[src/rtl/mem_dbus_stage_pkg.sv]
// mem_dbus_stage_pkg: shared widths, opcodes, FSM encoding and op classifiers for the MEM stage.
package mem_dbus_stage_pkg;
  localparam int RegBus = 32;
  localparam int RegAddrBus = 5;
  localparam int AluOpBus = 8;
  localparam logic Stop = 1'b1;
  localparam logic NoStop = 1'b0;
  localparam logic WriteEnable = 1'b1;
  localparam logic WriteDisable = 1'b0;
  localparam logic [AluOpBus-1:0] EXE_NOP_OP = 8'b0000_0000;
  localparam logic [AluOpBus-1:0] EXE_LB_OP = 8'b1110_0000;
  localparam logic [AluOpBus-1:0] EXE_LBU_OP = 8'b1110_0100;
  localparam logic [AluOpBus-1:0] EXE_LH_OP = 8'b1110_0001;
  localparam logic [AluOpBus-1:0] EXE_LHU_OP = 8'b1110_0101;
  localparam logic [AluOpBus-1:0] EXE_LW_OP = 8'b1110_0011;
  localparam logic [AluOpBus-1:0] EXE_SB_OP = 8'b1110_1000;
  localparam logic [AluOpBus-1:0] EXE_SH_OP = 8'b1110_1001;
  localparam logic [AluOpBus-1:0] EXE_SW_OP = 8'b1110_1011;
  localparam logic [1:0] S_IDLE = 2'd0;
  localparam logic [1:0] S_BUSY = 2'd1;
  localparam logic [1:0] S_HOLD = 2'd2;
  function automatic logic is_load(input logic [AluOpBus-1:0] op);
    return op inside {EXE_LB_OP, EXE_LBU_OP, EXE_LH_OP, EXE_LHU_OP, EXE_LW_OP};
  endfunction
  function automatic logic is_store(input logic [AluOpBus-1:0] op);
    return op inside {EXE_SB_OP, EXE_SH_OP, EXE_SW_OP};
  endfunction
  function automatic logic is_mem(input logic [AluOpBus-1:0] op);
    return is_load(op) | is_store(op);
  endfunction
  function automatic logic is_byte(input logic [AluOpBus-1:0] op);
    return op inside {EXE_LB_OP, EXE_LBU_OP, EXE_SB_OP};
  endfunction
  function automatic logic is_half(input logic [AluOpBus-1:0] op);
    return op inside {EXE_LH_OP, EXE_LHU_OP, EXE_SH_OP};
  endfunction
  function automatic logic misaligned(input logic [AluOpBus-1:0] op, input logic [1:0] a);
    return (is_half(op) & a[0]) | ((op == EXE_LW_OP || op == EXE_SW_OP) & (a != 2'b00));
  endfunction
endpackage

[src/rtl/mem_lane_align.sv]
// mem_lane_align: big-endian byte-lane selects, replicated store data and extended load data.
module mem_lane_align
  import mem_dbus_stage_pkg::*;
(
  input  logic [AluOpBus-1:0] aluop,
  input  logic [1:0]          addr,
  input  logic [RegBus-1:0]   reg2,
  input  logic [RegBus-1:0]   rdata,
  output logic [3:0]          sel,
  output logic [RegBus-1:0]   sdat,
  output logic [RegBus-1:0]   ldat
);
  logic [7:0] b;
  logic [15:0] h;
  always_comb begin
    b = addr == 2'd0 ? rdata[31:24] : addr == 2'd1 ? rdata[23:16] : addr == 2'd2 ? rdata[15:8] : rdata[7:0];
    h = addr[1] ? rdata[15:0] : rdata[31:16];
    sel = is_byte(aluop) ? 4'b1000 >> addr : is_half(aluop) ? (addr[1] ? 4'b0011 : 4'b1100) : 4'b1111;
    sdat = is_byte(aluop) ? {4{reg2[7:0]}} : is_half(aluop) ? {2{reg2[15:0]}} : reg2;
    ldat = aluop == EXE_LB_OP ? {{24{b[7]}}, b} :
           aluop == EXE_LBU_OP ? {24'b0, b} :
           aluop == EXE_LH_OP ? {{16{h[15]}}, h} :
           aluop == EXE_LHU_OP ? {16'b0, h} : rdata;
  end
endmodule

[src/rtl/mem_dbus_stage.sv]
// mem_dbus_stage: MEM pipeline stage driving loads/stores over a Wishbone-style data bus.
module mem_dbus_stage
  import mem_dbus_stage_pkg::*;
(
  input  logic                  clk,
  input  logic                  rst,
  input  logic [5:0]            stall_i,
  input  logic                  flush_i,
  input  logic [RegAddrBus-1:0] wd_i,
  input  logic                  wreg_i,
  input  logic [RegBus-1:0]     wdata_i,
  input  logic [RegBus-1:0]     hi_i,
  input  logic [RegBus-1:0]     lo_i,
  input  logic                  whilo_i,
  input  logic [AluOpBus-1:0]   aluop_i,
  input  logic [RegBus-1:0]     mem_addr_i,
  input  logic [RegBus-1:0]     reg2_i,
  input  logic [RegBus-1:0]     dbus_dat_i,
  input  logic                  dbus_ack_i,
  output logic [RegBus-1:0]     dbus_adr_o,
  output logic [RegBus-1:0]     dbus_dat_o,
  output logic                  dbus_we_o,
  output logic [3:0]            dbus_sel_o,
  output logic                  dbus_stb_o,
  output logic                  dbus_cyc_o,
  output logic [RegAddrBus-1:0] wd_o,
  output logic                  wreg_o,
  output logic [RegBus-1:0]     wdata_o,
  output logic [RegBus-1:0]     hi_o,
  output logic [RegBus-1:0]     lo_o,
  output logic                  whilo_o,
  output logic                  stallreq_o,
  output logic                  misalign_o
);
  logic [1:0] state, nxt;
  logic [RegBus-1:0] rdata, ldat, sdat;
  logic [3:0] sel;
  logic mem, mis, hold, acc, done, unused_stall;
  assign unused_stall = ^{stall_i[5], stall_i[3:0]};
  assign mem = is_mem(aluop_i);
  assign mis = mem & misaligned(aluop_i, mem_addr_i[1:0]);
  assign hold = state == S_HOLD;
  // The EX/MEM register is frozen while we stall, so IDLE and BUSY drive the bus from the same inputs.
  assign acc = !rst & mem & !mis & !hold;
  assign done = acc & dbus_ack_i & !flush_i;
  assign nxt = flush_i ? S_IDLE :
               hold ? (stall_i[4] ? S_HOLD : S_IDLE) :
               acc ? (!dbus_ack_i ? S_BUSY : stall_i[4] ? S_HOLD : S_IDLE) : S_IDLE;
  mem_lane_align u_align (
    .aluop(aluop_i),
    .addr (mem_addr_i[1:0]),
    .reg2 (reg2_i),
    .rdata(hold ? rdata : dbus_dat_i),
    .sel  (sel),
    .sdat (sdat),
    .ldat (ldat)
  );
  always_ff @(posedge clk) begin
    if (rst) begin
      state <= S_IDLE;
      rdata <= '0;
    end else begin
      state <= nxt;
      if (done) rdata <= dbus_dat_i;
    end
  end
  always_comb begin
    stallreq_o = acc & !dbus_ack_i & !flush_i;
    dbus_cyc_o = acc;
    dbus_stb_o = acc;
    dbus_we_o = acc & is_store(aluop_i);
    dbus_sel_o = acc ? sel : 4'b0;
    dbus_adr_o = acc ? {mem_addr_i[31:2], 2'b00} : '0;
    dbus_dat_o = dbus_we_o ? sdat : '0;
    misalign_o = !rst & mis & !hold;
    wd_o = rst ? '0 : wd_i;
    wreg_o = !rst & !flush_i & wreg_i & !mis & !stallreq_o;
    wdata_o = rst ? '0 : (is_load(aluop_i) & (done | hold)) ? ldat : wdata_i;
    hi_o = rst ? '0 : hi_i;
    lo_o = rst ? '0 : lo_i;
    whilo_o = !rst & whilo_i;
  end
endmodule

[config.mk]
export PLATFORM = sky130hd
export DESIGN_NAME = mem_dbus_stage
export DESIGN_NICKNAME = d
export VERILOG_FILES = /design/src/rtl/mem_dbus_stage_pkg.sv /design/src/rtl/mem_lane_align.sv /design/src/rtl/mem_dbus_stage.sv
export SDC_FILE = /design/constraint.sdc
export NUM_CORES = 1
export LEC_CHECK = 0
export BUFFER_PORTS_ARGS = -buffer_cell sky130_fd_sc_hd__clkbuf_2
export CAP_MARGIN = 20
export CELL_PAD_IN_SITES_DETAIL_PLACEMENT = 1
export CELL_PAD_IN_SITES_GLOBAL_PLACEMENT = 1
export CORE_AREA = 3 3 152 154
export DETAILED_ROUTE_END_ITERATION = 12
export DIE_AREA = 0 0 155 157
export PLACE_DENSITY = 0.7
export SYNTH_ARGS = -nofsm -noshare
export SYNTH_HDL_FRONTEND = slang
export SYNTH_SLANG_ARGS = --single-unit
[constraint.sdc]
create_clock -name clk -period 7.4 [get_ports clk]
set_clock_uncertainty 0.15 [all_clocks]
set_input_delay 1.48 -clock clk [delete_from_list [all_inputs] [get_ports clk]]
set_output_delay 1.48 -clock clk [all_outputs]
set_load 0.02 [all_outputs]
==> results.py, run 1 <==
metrics = {
    "die": {
        "ios": 393,
        "die_height_um": 157,
        "num_rows": 54,
        "die_area_um2": 24300,
        "start_util": 0.201,
        "die_w_um": 155,
        "core_um2": 21800,
    },
    "sta": {
        "slew_headroom": 0.342,
        "tightest_slew_ps": 985,
        "hold_viol": 0,
        "setup_tns_ps": 0,
        "fmax_mhz": 165,
        "setup_slack_ps": 1340,
        "grt_setup_unrepaired": "false",
        "fin_crit_sh": 0.819,
        "drv_slew": 0,
        "setup_viol_count_final": 0,
        "period_needed_ps": 6060,
    },
    "cts": {
        "cts_max_level": 2,
        "cts_made_buffers": 5,
        "cts_hold_buffers": 0,
        "cts_resized": 0,
        "cts.sinks": 34,
        "cts-root-buf": "clkbuf_16",
        "cts_tree": "yes",
        "clk_pin_slew_ps": 50,
        "post_cts_buffers": 0,
        "clk_latency_ps": 270,
        "clk_path_buf_depth": 2,
    },
    "power": {
        "p_leak_nw": 3.57,
        "peakVddDrop_uv": 64.0,
        "p_per_area_nw_per_um2": 103,
    },
    "route": {
        "wire_per_inst_um": 18.2,
        "vias": 5592,
        "route.top_layer_used": "met5",
        "dr.pass1.iters": 5,
        "drtIter0Drc": 306,
        "met2_length_mm": 11.1,
        "via_per_inst": 4.55,
        "met3_length_mm": 1.93,
        "wirelength_mm": 22.3,
        "drc": 0,
        "ant_nets": 0,
        "met1_length_mm": 9.00,
    },
    "logic_synthesis": {
        "ys_warn_count": 0,
        "synth_seq_cells": 34,
        "ys.flop_type": "dfxtp_1",
        "synthesis.area_um2": 4400,
        "async_flop_share": 0,
        "syn_inst": 607,
        "synth_cell_type_count": 51,
        "synth_enable_flop_cells": 0,
        "syn_avg_cell_area_um2": 7.24,
        "yosysSeqAreaShare": 0.155,
    },
    "setup_path": {
        "r2r-end": "rdata[22]",
        "r2r_cells": 5,
        "startpoint_type": "primary input",
        "cp-end-kind": "output pin",
        "worstPathCellList": "clkbuf_2, nand2b_1, a222oi_1, buf_4, a31oi_2, or2_1, buf_4, a221oi_1, clkbuf_2",
        "reg2reg_from": "state[0]",
        "required_ps": 5770,
        "worstSetupPathType": "in2out",
        "crit_arrival_ps": 4430,
        "cp_slowest_cell": "or2_1",
        "reg2reg_slack_ps": 5480,
        "worst-path-buf-inv": 4,
        "worst_path_dominant_cell_family": "buffers and inverters",
        "crit_fanout": 34,
        "slowest_delay_ps": 540,
    },
    "global_routing": {
        "grt_pass1_wl_mm": 32.5,
        "grt-ovfl-total": 0,
        "grt_max_degree": 72,
        "grt.total_usage": 0.169,
        "first_global_vias": 5503,
        "antenna_found_initial": 11,
    },
    "placed_design": {
        "gp_congestion": 0.819,
        "dp_hpwl_mm": 18.8,
        "io_buffer_count": 385,
        "dpl_cell_area_um2": 6380,
        "dpl_worst_slack_ps": 1320,
    },
    "finish": {
        "syn_to_final_growth_pct": 49.3,
        "nets": 1165,
        "drive_gt1_frac": 0.484,
        "fin_area_um2": 6560,
    },
    "min_path": {
        "worst_hold_path.num_cells": 2,
        "hold_start": "rdata[14]",
        "min_path_type": "reg2reg",
        "holdPathEnd": "rdata[14]",
    },
    "status": {
        "status": "completed",
    },
    "flow_run": {
        "maxCapViolCount": 0,
    },
}
state kept, by name, indices dropped and copies added, names as in the netlist:
register	count
rdata	32
state	2
synthesized netlist by cell type (10+ instances only):
cell      instances  area share
o21ai_0          28       0.032
inv_1            38       0.032
mux2_2           14       0.036
nand2_1         112       0.096
mux4_2           10       0.051
nor2b_1          78        0.11
nor2_1           16       0.014
a21oi_1          59       0.067
mux2i_1          39       0.089
dfxtp_1          34        0.15
and3_1           31       0.044
clkbuf_1         34       0.029
a221oi_2         23       0.079
area by class of cell:
cell class,count,area (um^2)
diodes,2,5.00
clock buffers,6,139
clock inverters,1,30.0
fillers,2805,15300
inverters,38,143
multi-input cells,474,3210
flip-flops and latches,34,681
well taps,280,350
repair buffers,395,2000
cells by family (layout without fill, tap and decap cells):
group | Yosys count | in the layout | synth area share
buffers and inverters | 100 | 440 | 0.117
AO/OA/AOI/OAI | 142 | 142 | 0.241
other | 1 | 4 | 0.000853
flip-flops | 34 | 34 | 0.155
AND/OR/NAND/NOR | 267 | 267 | 0.310
multiplexers | 63 | 63 | 0.176
how the worst max path moves through the flow:
stage	to	startpoint	slack, ps	cells past startpoint
after global routing	wdata_o[31]	aluop_i[0]	1000	9
after floorplan	wdata_o[31]	aluop_i[3]	2150	7
after detailed placement	wdata_o[31]	aluop_i[0]	1320	9
after CTS	wdata_o[31]	aluop_i[0]	1310	9
after global placement	wdata_o[31]	aluop_i[0]	1380	9
final	wdata_o[31]	aluop_i[0]	1340	9
report_power, final:
part | switching, W | total (W) | internal, W
sequential | 0.000000132 | 0.000184 | 0.000183
clock | 0.0000783 | 0.000245 | 0.000166
combinational | 0.000142 | 0.000246 | 0.000104
worst reg2reg max path: stages (launching register included):
cell	delay (ps)
dfxtp_1	310
and2b_2	260
nor2_1	120
and4_2	690
nand2_1	170
a21oi_1	150
per-layer routing:
metal  vias up  track usage
met5         -            0
met4        20       0.0257
met3        28       0.0583
met2       211        0.287
met1      2565        0.212
li1       2768            -
cells in the final DEF (no fill, tap or decap), types with 10 or more instances in the layout:
cell      instances
clkbuf_2        384
nand2_1         112
nor2b_1          78
a21oi_1          59
mux2i_1          39
inv_1            38
dfxtp_1          34
and3_1           31
o21ai_0          28
a221oi_2         23
nor2_1           16
mux2_2           14
buf_4            11
mux4_2           10
through the flow:
| stage | util | hold WS (ps) | cells | power, W |
|---|---|---|---|---|
| global route | 0.301 | 322 | 1229 | 0.000710 |
| floorplan | - | 286 | 608 | 0.000324 |
| finish | 0.301 | 302 | 1230 | 0.000674 |
| detailed placement | 0.292 | 297 | 1220 | 0.000437 |
| global placement | 0.292 | 291 | 1220 | 0.000432 |
| CTS | 0.300 | 305 | 1227 | 0.000684 |
(Power assumes the default switching activity.)
==> run 2: changes to the inputs <==
--- a/config.mk
+++ b/config.mk
@@ -9,10 +9,10 @@
 export CAP_MARGIN = 20
 export CELL_PAD_IN_SITES_DETAIL_PLACEMENT = 1
 export CELL_PAD_IN_SITES_GLOBAL_PLACEMENT = 1
-export CORE_AREA = 3 3 152 154
+export CORE_AREA = 3 3 150 152
 export DETAILED_ROUTE_END_ITERATION = 12
-export DIE_AREA = 0 0 155 157
-export PLACE_DENSITY = 0.7
+export DIE_AREA = 0 0 153 155
+export PLACE_DENSITY = 0.74
 export SYNTH_ARGS = -nofsm -noshare
 export SYNTH_HDL_FRONTEND = slang
 export SYNTH_SLANG_ARGS = --single-unit
==> constraint.sdc (replaced) <==
create_clock -name clk -period 4.9 [get_ports clk]
set_clock_uncertainty 0.15 [all_clocks]
set_input_delay 0.98 -clock clk [delete_from_list [all_inputs] [get_ports clk]]
set_output_delay 0.98 -clock clk [all_outputs]
set_load 0.02 [all_outputs]
==> results.py, run 2 (synthesis results as in run 1) <==
metrics = {
    "route": {
        "drtIter0Drc": 269,
        "wirelength_mm": 22.6,
        "met2_length_mm": 11.3,
        "drc": 0,
        "route.top_layer_used": "met5",
        "vias": 5736,
        "via_per_inst": 4.64,
        "wire_per_inst_um": 18.3,
        "dr.pass1.iters": 4,
        "ant_nets": 0,
        "met1_length_mm": 9.12,
        "met3_length_mm": 1.55,
    },
    "placed_design": {
        "place_inst": 1227,
        "dpl_worst_slack_ps": 572,
        "dp_hpwl_mm": 19.2,
        "io_buffer_count": 385,
        "gp_congestion": 0.882,
    },
    "cts": {
        "cts_tree": "yes",
        "cts_max_level": 2,
        "post_cts_buffers": 0,
        "clk_path_buf_depth": 2,
        "clk_latency_ps": 270,
        "cts_made_buffers": 5,
        "cts.sinks": 34,
        "clk_pin_slew_ps": 60,
        "cts_hold_buffers": 0,
        "cts_resized": 0,
        "cts-root-buf": "clkbuf_16",
    },
    "power": {
        "p_switching_w": 0.000333,
        "share_seq_of_total_power": 0.286,
        "peakVddDrop_uv": 101,
        "p_leak_nw": 3.61,
        "power_w": 0.000971,
        "p_per_area_nw_per_um2": 147,
        "power.internal_w": 0.000638,
        "netSwitchingFraction": 0.343,
        "p_comb_frac": 0.386,
        "p_clk_frac": 0.328,
    },
    "finish": {
        "largest_register": "rdata",
        "syn_to_final_growth_pct": 50.5,
        "nets": 1176,
        "num_antenna_cells": 0,
        "final_cell_mix": "384 x clkbuf_2, 112 x nand2_1, 78 x nor2b_1",
        "largest_reg_flops": 32,
        "drive_gt1_frac": 0.491,
        "largestRegisters": "rdata (32), state (2)",
        "nFillCells": 2755,
        "mostFrequentLayoutCell": "clkbuf_2",
        "post_layout_nonfiller_instances": 1235,
    },
    "setup_path": {
        "worstPathCellList": "clkbuf_2, or2_1, a222oi_1, a31oi_2, or2_1, buf_4, a221oi_2, clkbuf_2",
        "cp_slowest_cell": "a222oi_1",
        "worst-path-buf-inv": 3,
        "slowest_delay_ps": 420,
        "crit_fanout": 17,
        "cp-end-kind": "output pin",
        "reg2reg_from": "state[0]",
        "required_ps": 3770,
        "worstSetupStartpoint": "aluop_i[1]",
        "crit_end": "wdata_o[12]",
        "reg2reg_slack_ps": 2940,
        "r2r_cells": 5,
        "startpoint_type": "primary input",
        "worst-path-stages": 8,
        "r2r-end": "rdata[13]",
        "worstSetupPathType": "in2out",
        "crit_arrival_ps": 3140,
        "worst_path_dominant_cell_family": "compound AO/OA/AOI/OAI gates",
    },
    "sta": {
        "drv_slew": 0,
        "setup_viol_count_final": 0,
        "period_needed_ps": 4270,
        "setup_slack_ps": 629,
        "setup_tns_ps": 0,
        "hold_viol": 0,
        "grt_setup_unrepaired": "false",
        "slew_headroom": 0.548,
        "tightest_slew_ps": 678,
        "fin_crit_sh": 0.872,
        "fmax_mhz": 234,
    },
    "global_routing": {
        "antenna_found_initial": 5,
        "grt_pass1_wl_mm": 33.6,
        "grt.total_usage": 0.177,
        "grt-ovfl-total": 0,
        "grt_max_degree": 60,
        "first_global_vias": 5945,
    },
    "die": {
        "die_height_um": 155,
        "num_rows": 53,
        "die_w_um": 153,
        "ios": 393,
        "die_area_um2": 23700,
        "start_util": 0.208,
        "core_um2": 21200,
    },
    "flow_run": {
        "maxCapViolCount": 0,
    },
    "status": {
        "status": "completed",
    },
    "min_path": {
        "min_path_type": "reg2reg",
    },
}
[run 2: cell types whose count changed in the layout (fill, tap and decap cells not counted)]
cell,change
bufinv_16,-1
buf_4,+11
diode_2,-2
clkinv_2,+1
clkinvlp_4,+1
[run 2: area by class of cell]
type	count	area (um^2)	area share
flip-flops and latches	34	681	0.103
multi-input cells	474	3210	0.485
clock buffers	6	139	0.0210
inverters	38	143	0.0216
well taps	275	344	0.0520
clock inverters	2	12.5	0.00189
repair buffers	406	2090	0.315
[run 2: how the worst min path moves through the flow]
stage	from	to	slack (ps)	cells past startpoint
finish	rdata[10]	rdata[10]	300	2
global route	rdata[28]	rdata[28]	320	2
CTS	rdata[28]	rdata[28]	300	2
detailed placement	rdata[28]	rdata[28]	300	2
global placement	rdata[4]	rdata[4]	290	2
floorplan	rdata[0]	rdata[0]	290	2
[run 2: power by group through the flow]
stage               logic, W  clock network [W]  registers, W
floorplan           0.000206                  0      0.000283
global placement    0.000370                  0      0.000283
detailed placement  0.000377                  0      0.000283
CTS                 0.000378           0.000326      0.000277
global route        0.000409           0.000340      0.000277
finish              0.000375           0.000319      0.000277
[run 2: per-layer routing]
layer | track usage | up-vias
met2 | 0.316 | 233
met5 | 0 | -
met1 | 0.215 | 2668
met3 | 0.0423 | 32
met4 | 0.0450 | 10
li1 | - | 2793
[run 2: worst register-to-register path, stage by stage (launching register included)]
cell     delay (ps)
dfxtp_1         310
and2b_2         250
nor2_1          170
and4_2          720
nand2_1         130
a21oi_1         160
[run 2: per-stage QoR]
step,utilization,hold WS (ps),cell area [um^2]
after detailed placement,0.306,296,6470
final,0.313,302,6620
after CTS,0.313,304,6620
after global placement,0.306,291,6470
after floorplan,-,286,4400
after global routing,0.313,320,6620
==> run 3: changes to the inputs <==
--- a/config.mk
+++ b/config.mk
@@ -5,14 +5,16 @@
 export SDC_FILE = /design/constraint.sdc
 export NUM_CORES = 1
 export LEC_CHECK = 0
+export ABC_AREA = 1
 export BUFFER_PORTS_ARGS = -buffer_cell sky130_fd_sc_hd__clkbuf_2
 export CAP_MARGIN = 20
 export CELL_PAD_IN_SITES_DETAIL_PLACEMENT = 1
 export CELL_PAD_IN_SITES_GLOBAL_PLACEMENT = 1
-export CORE_AREA = 3 3 150 152
+export CORE_ASPECT_RATIO = 0.6
+export CORE_MARGIN = 3
+export CORE_UTILIZATION = 21
 export DETAILED_ROUTE_END_ITERATION = 12
-export DIE_AREA = 0 0 153 155
-export PLACE_DENSITY = 0.74
+export PLACE_DENSITY = 0.79
 export SYNTH_ARGS = -nofsm -noshare
 export SYNTH_HDL_FRONTEND = slang
 export SYNTH_SLANG_ARGS = --single-unit
==> results.py, run 3 <==
metrics = {
    "flow_run": {
        "maxCapViolCount": 0,
    },
    "sta": {
        "drv_slew": 0,
        "slew_headroom": 0.486,
        "setup_tns_ps": 0,
        "fin_hold_ws_ps": 291,
        "hold_viol": 0,
        "fmax_mhz": 235,
        "setup_viol_count_final": 0,
        "period_needed_ps": 4260,
        "tightest_slew_ps": 763,
        "grt_setup_unrepaired": "false",
        "fin_crit_sh": 0.870,
    },
    "setup_path": {
        "cp-end-kind": "output pin",
        "worstPathCellList": "clkbuf_2, inv_1, nand2_2, nor2_8, nand3_4, nand2_1, nor2_1, nand2_1, nand4_2, nand2_4, buf_12, nand3_1, nand2_1, nor2_1, clkbuf_2",
        "slowest_delay_ps": 290,
        "crit_end": "wdata_o[10]",
        "worst_path_dominant_cell_family": "simple AND/OR/NAND/NOR gates",
        "r2r_cells": 8,
        "required_ps": 3770,
        "crit_fanout": 38,
        "worstSetupPathType": "in2out",
        "cp_slowest_cell": "nand2_4",
        "crit_arrival_ps": 3130,
        "worstSetupStartpoint": "aluop_i[4]",
        "r2r-end": "rdata[21]",
        "worst-path-buf-inv": 4,
        "crit_top_cell": "nand2_1",
        "reg2reg_from": "state[0]",
        "startpoint_type": "primary input",
        "worst-path-stages": 15,
        "reg2reg_slack_ps": 2820,
    },
    "logic_synthesis": {
        "synth_seq_cells": 34,
        "yosysSeqAreaShare": 0.142,
        "ys_warn_count": 0,
        "async_flop_share": 0,
        "ys.flop_type": "dfxtp_1",
        "synth_cell_type_count": 34,
        "synth_top_area_frac": 0.172,
        "ys_top_cells_by_count": "219 x nand2_1, 184 x inv_1, 175 x nor2_1, 103 x a21oi_1, 72 x nand3_1",
        "synth.most_common_cell": "nand2_1",
        "syn_avg_cell_area_um2": 4.90,
        "synthTopCellsByArea": "nand2_1 17%, inv_1 14%, dfxtp_1 14%, nor2_1 14%, a21oi_1 11%",
        "yosysTopAreaCell": "nand2_1",
        "syn_inst": 975,
        "synthesis.area_um2": 4780,
        "synth_enable_flop_cells": 0,
    },
    "global_routing": {
        "grt-ovfl-total": 0,
        "antenna_found_initial": 1,
        "first_global_vias": 7045,
        "grt.total_usage": 0.205,
        "grt_pass1_wl_mm": 39.9,
        "grt_max_degree": 72,
        "grt_use_met1": 0.287,
        "grt.busiest_layer": "met2",
        "use_met2": 0.341,
        "grtUsageMet3": 0.0371,
    },
    "finish": {
        "largestRegisters": "rdata (32), state (2)",
        "mostFrequentLayoutCell": "clkbuf_2",
        "drive_gt1_frac": 0.326,
        "fin_area_um2": 7080,
        "largest_register": "rdata",
        "nets": 1533,
        "num_antenna_cells": 0,
        "largest_reg_flops": 32,
        "final_cell_mix": "385 x clkbuf_2, 219 x nand2_1, 184 x inv_1",
        "utilization": 0.319,
        "syn_to_final_growth_pct": 48.1,
    },
    "route": {
        "wirelength_mm": 26.5,
        "wire_per_inst_um": 16.3,
        "drtIter0Drc": 479,
        "drc": 0,
        "dr.pass1.iters": 4,
        "ant_nets": 0,
        "vias": 7342,
        "via_per_inst": 4.52,
    },
    "die": {
        "num_rows": 42,
        "ios": 393,
        "die_area_um2": 24700,
        "start_util": 0.216,
        "die_w_um": 201,
        "die_height_um": 123,
        "core_um2": 22200,
    },
    "power": {
        "p_per_area_nw_per_um2": 159,
        "peakVddDrop_uv": 160,
        "p_leak_nw": 4.48,
    },
    "cts": {
        "clk_path_buf_depth": 2,
        "cts_made_buffers": 5,
        "cts_resized": 0,
        "cts-root-buf": "clkbuf_16",
        "clk_latency_ps": 280,
        "cts_max_level": 2,
        "cts_tree": "yes",
        "cts_hold_buffers": 0,
        "cts.sinks": 34,
        "clk_pin_slew_ps": 50,
        "post_cts_buffers": 0,
    },
    "min_path": {
        "min_path_type": "reg2reg",
    },
    "placed_design": {
        "io_buffer_count": 385,
        "dpl_cell_area_um2": 6880,
        "gp_congestion": 0.955,
        "dp_hpwl_mm": 22.5,
    },
    "status": {
        "status": "completed",
    },
}
run 3: changes by cell type in the layout (fill, tap and decap cells not counted), moves of 12 or more:
cell	before	now
mux2_2	14	0
buf_4	22	10
nor2b_1	78	0
nor2_1	16	175
nand2_1	112	219
o21ai_0	28	53
mux2i_1	39	0
a221oi_2	23	0
o21ai_1	1	35
a21oi_1	59	103
nand3_1	1	72
inv_1	38	184
and3_1	31	0
run 3: cell families (layout without fill, tap and decap cells):
kind of cell,Yosys count,in the layout,synth area share
compound gates,201,201,0.220
simple gates,484,484,0.417
flops,34,34,0.142
buf+inv,255,596,0.220
other cells,1,2,0.000784
run 3: worst min-delay path by stage:
stage,from,to,slack [ps],depth (start not counted)
detailed placement,rdata[3],rdata[3],280,2
global placement,rdata[13],rdata[13],280,2
floorplan,rdata[3],rdata[3],270,2
finish,rdata[3],rdata[3],290,2
global route,rdata[14],rdata[14],310,2
CTS,rdata[3],rdata[3],290,2
run 3: metal layers:
| metal | vias up | routed length, um |
|---|---|---|
| li1 | 3648 | - |
| met3 | 17 | 1640 |
| met5 | - | 7 |
| met4 | 2 | 185 |
| met1 | 3446 | 12600 |
| met2 | 229 | 12100 |
run 3: worst register-to-register path, delay by kind of cell, from the launching register on:
kind	cells	cell delay, ps
compound gates	2	340
buf+inv	2	370
flops	1	300
simple gates	4	780
run 3: cell type report:
type	instances	area [um^2]
Sequential cell	34	681
Multi-Input combinational cell	687	3050
Fill cell	3183	15100
Tap cell	308	385
Clock inverter	2	60.1
Timing Repair Buffer	397	2040
Inverter	191	719
Clock buffer	6	139
run 3: stage by stage:
step	instances	setup slack (ps)	power (W)
3_3_place_gp	1617	740	0.000685
4_1_cts	1625	658	0.00113
3_5_place_dp	1617	663	0.000696
6_report	1625	638	0.00112
2_1_floorplan	976	1210	0.000501
5_1_grt	1625	392	0.00118
run 3: power breakdown:
| part | internal, W | switching, W |
|---|---|---|
| Clock | 0.000305 | 0.000127 |
| Sequential | 0.000278 | 0.000000378 |
| Combinational | 0.000150 | 0.000264 |
| Total | 0.000733 | 0.000391 |
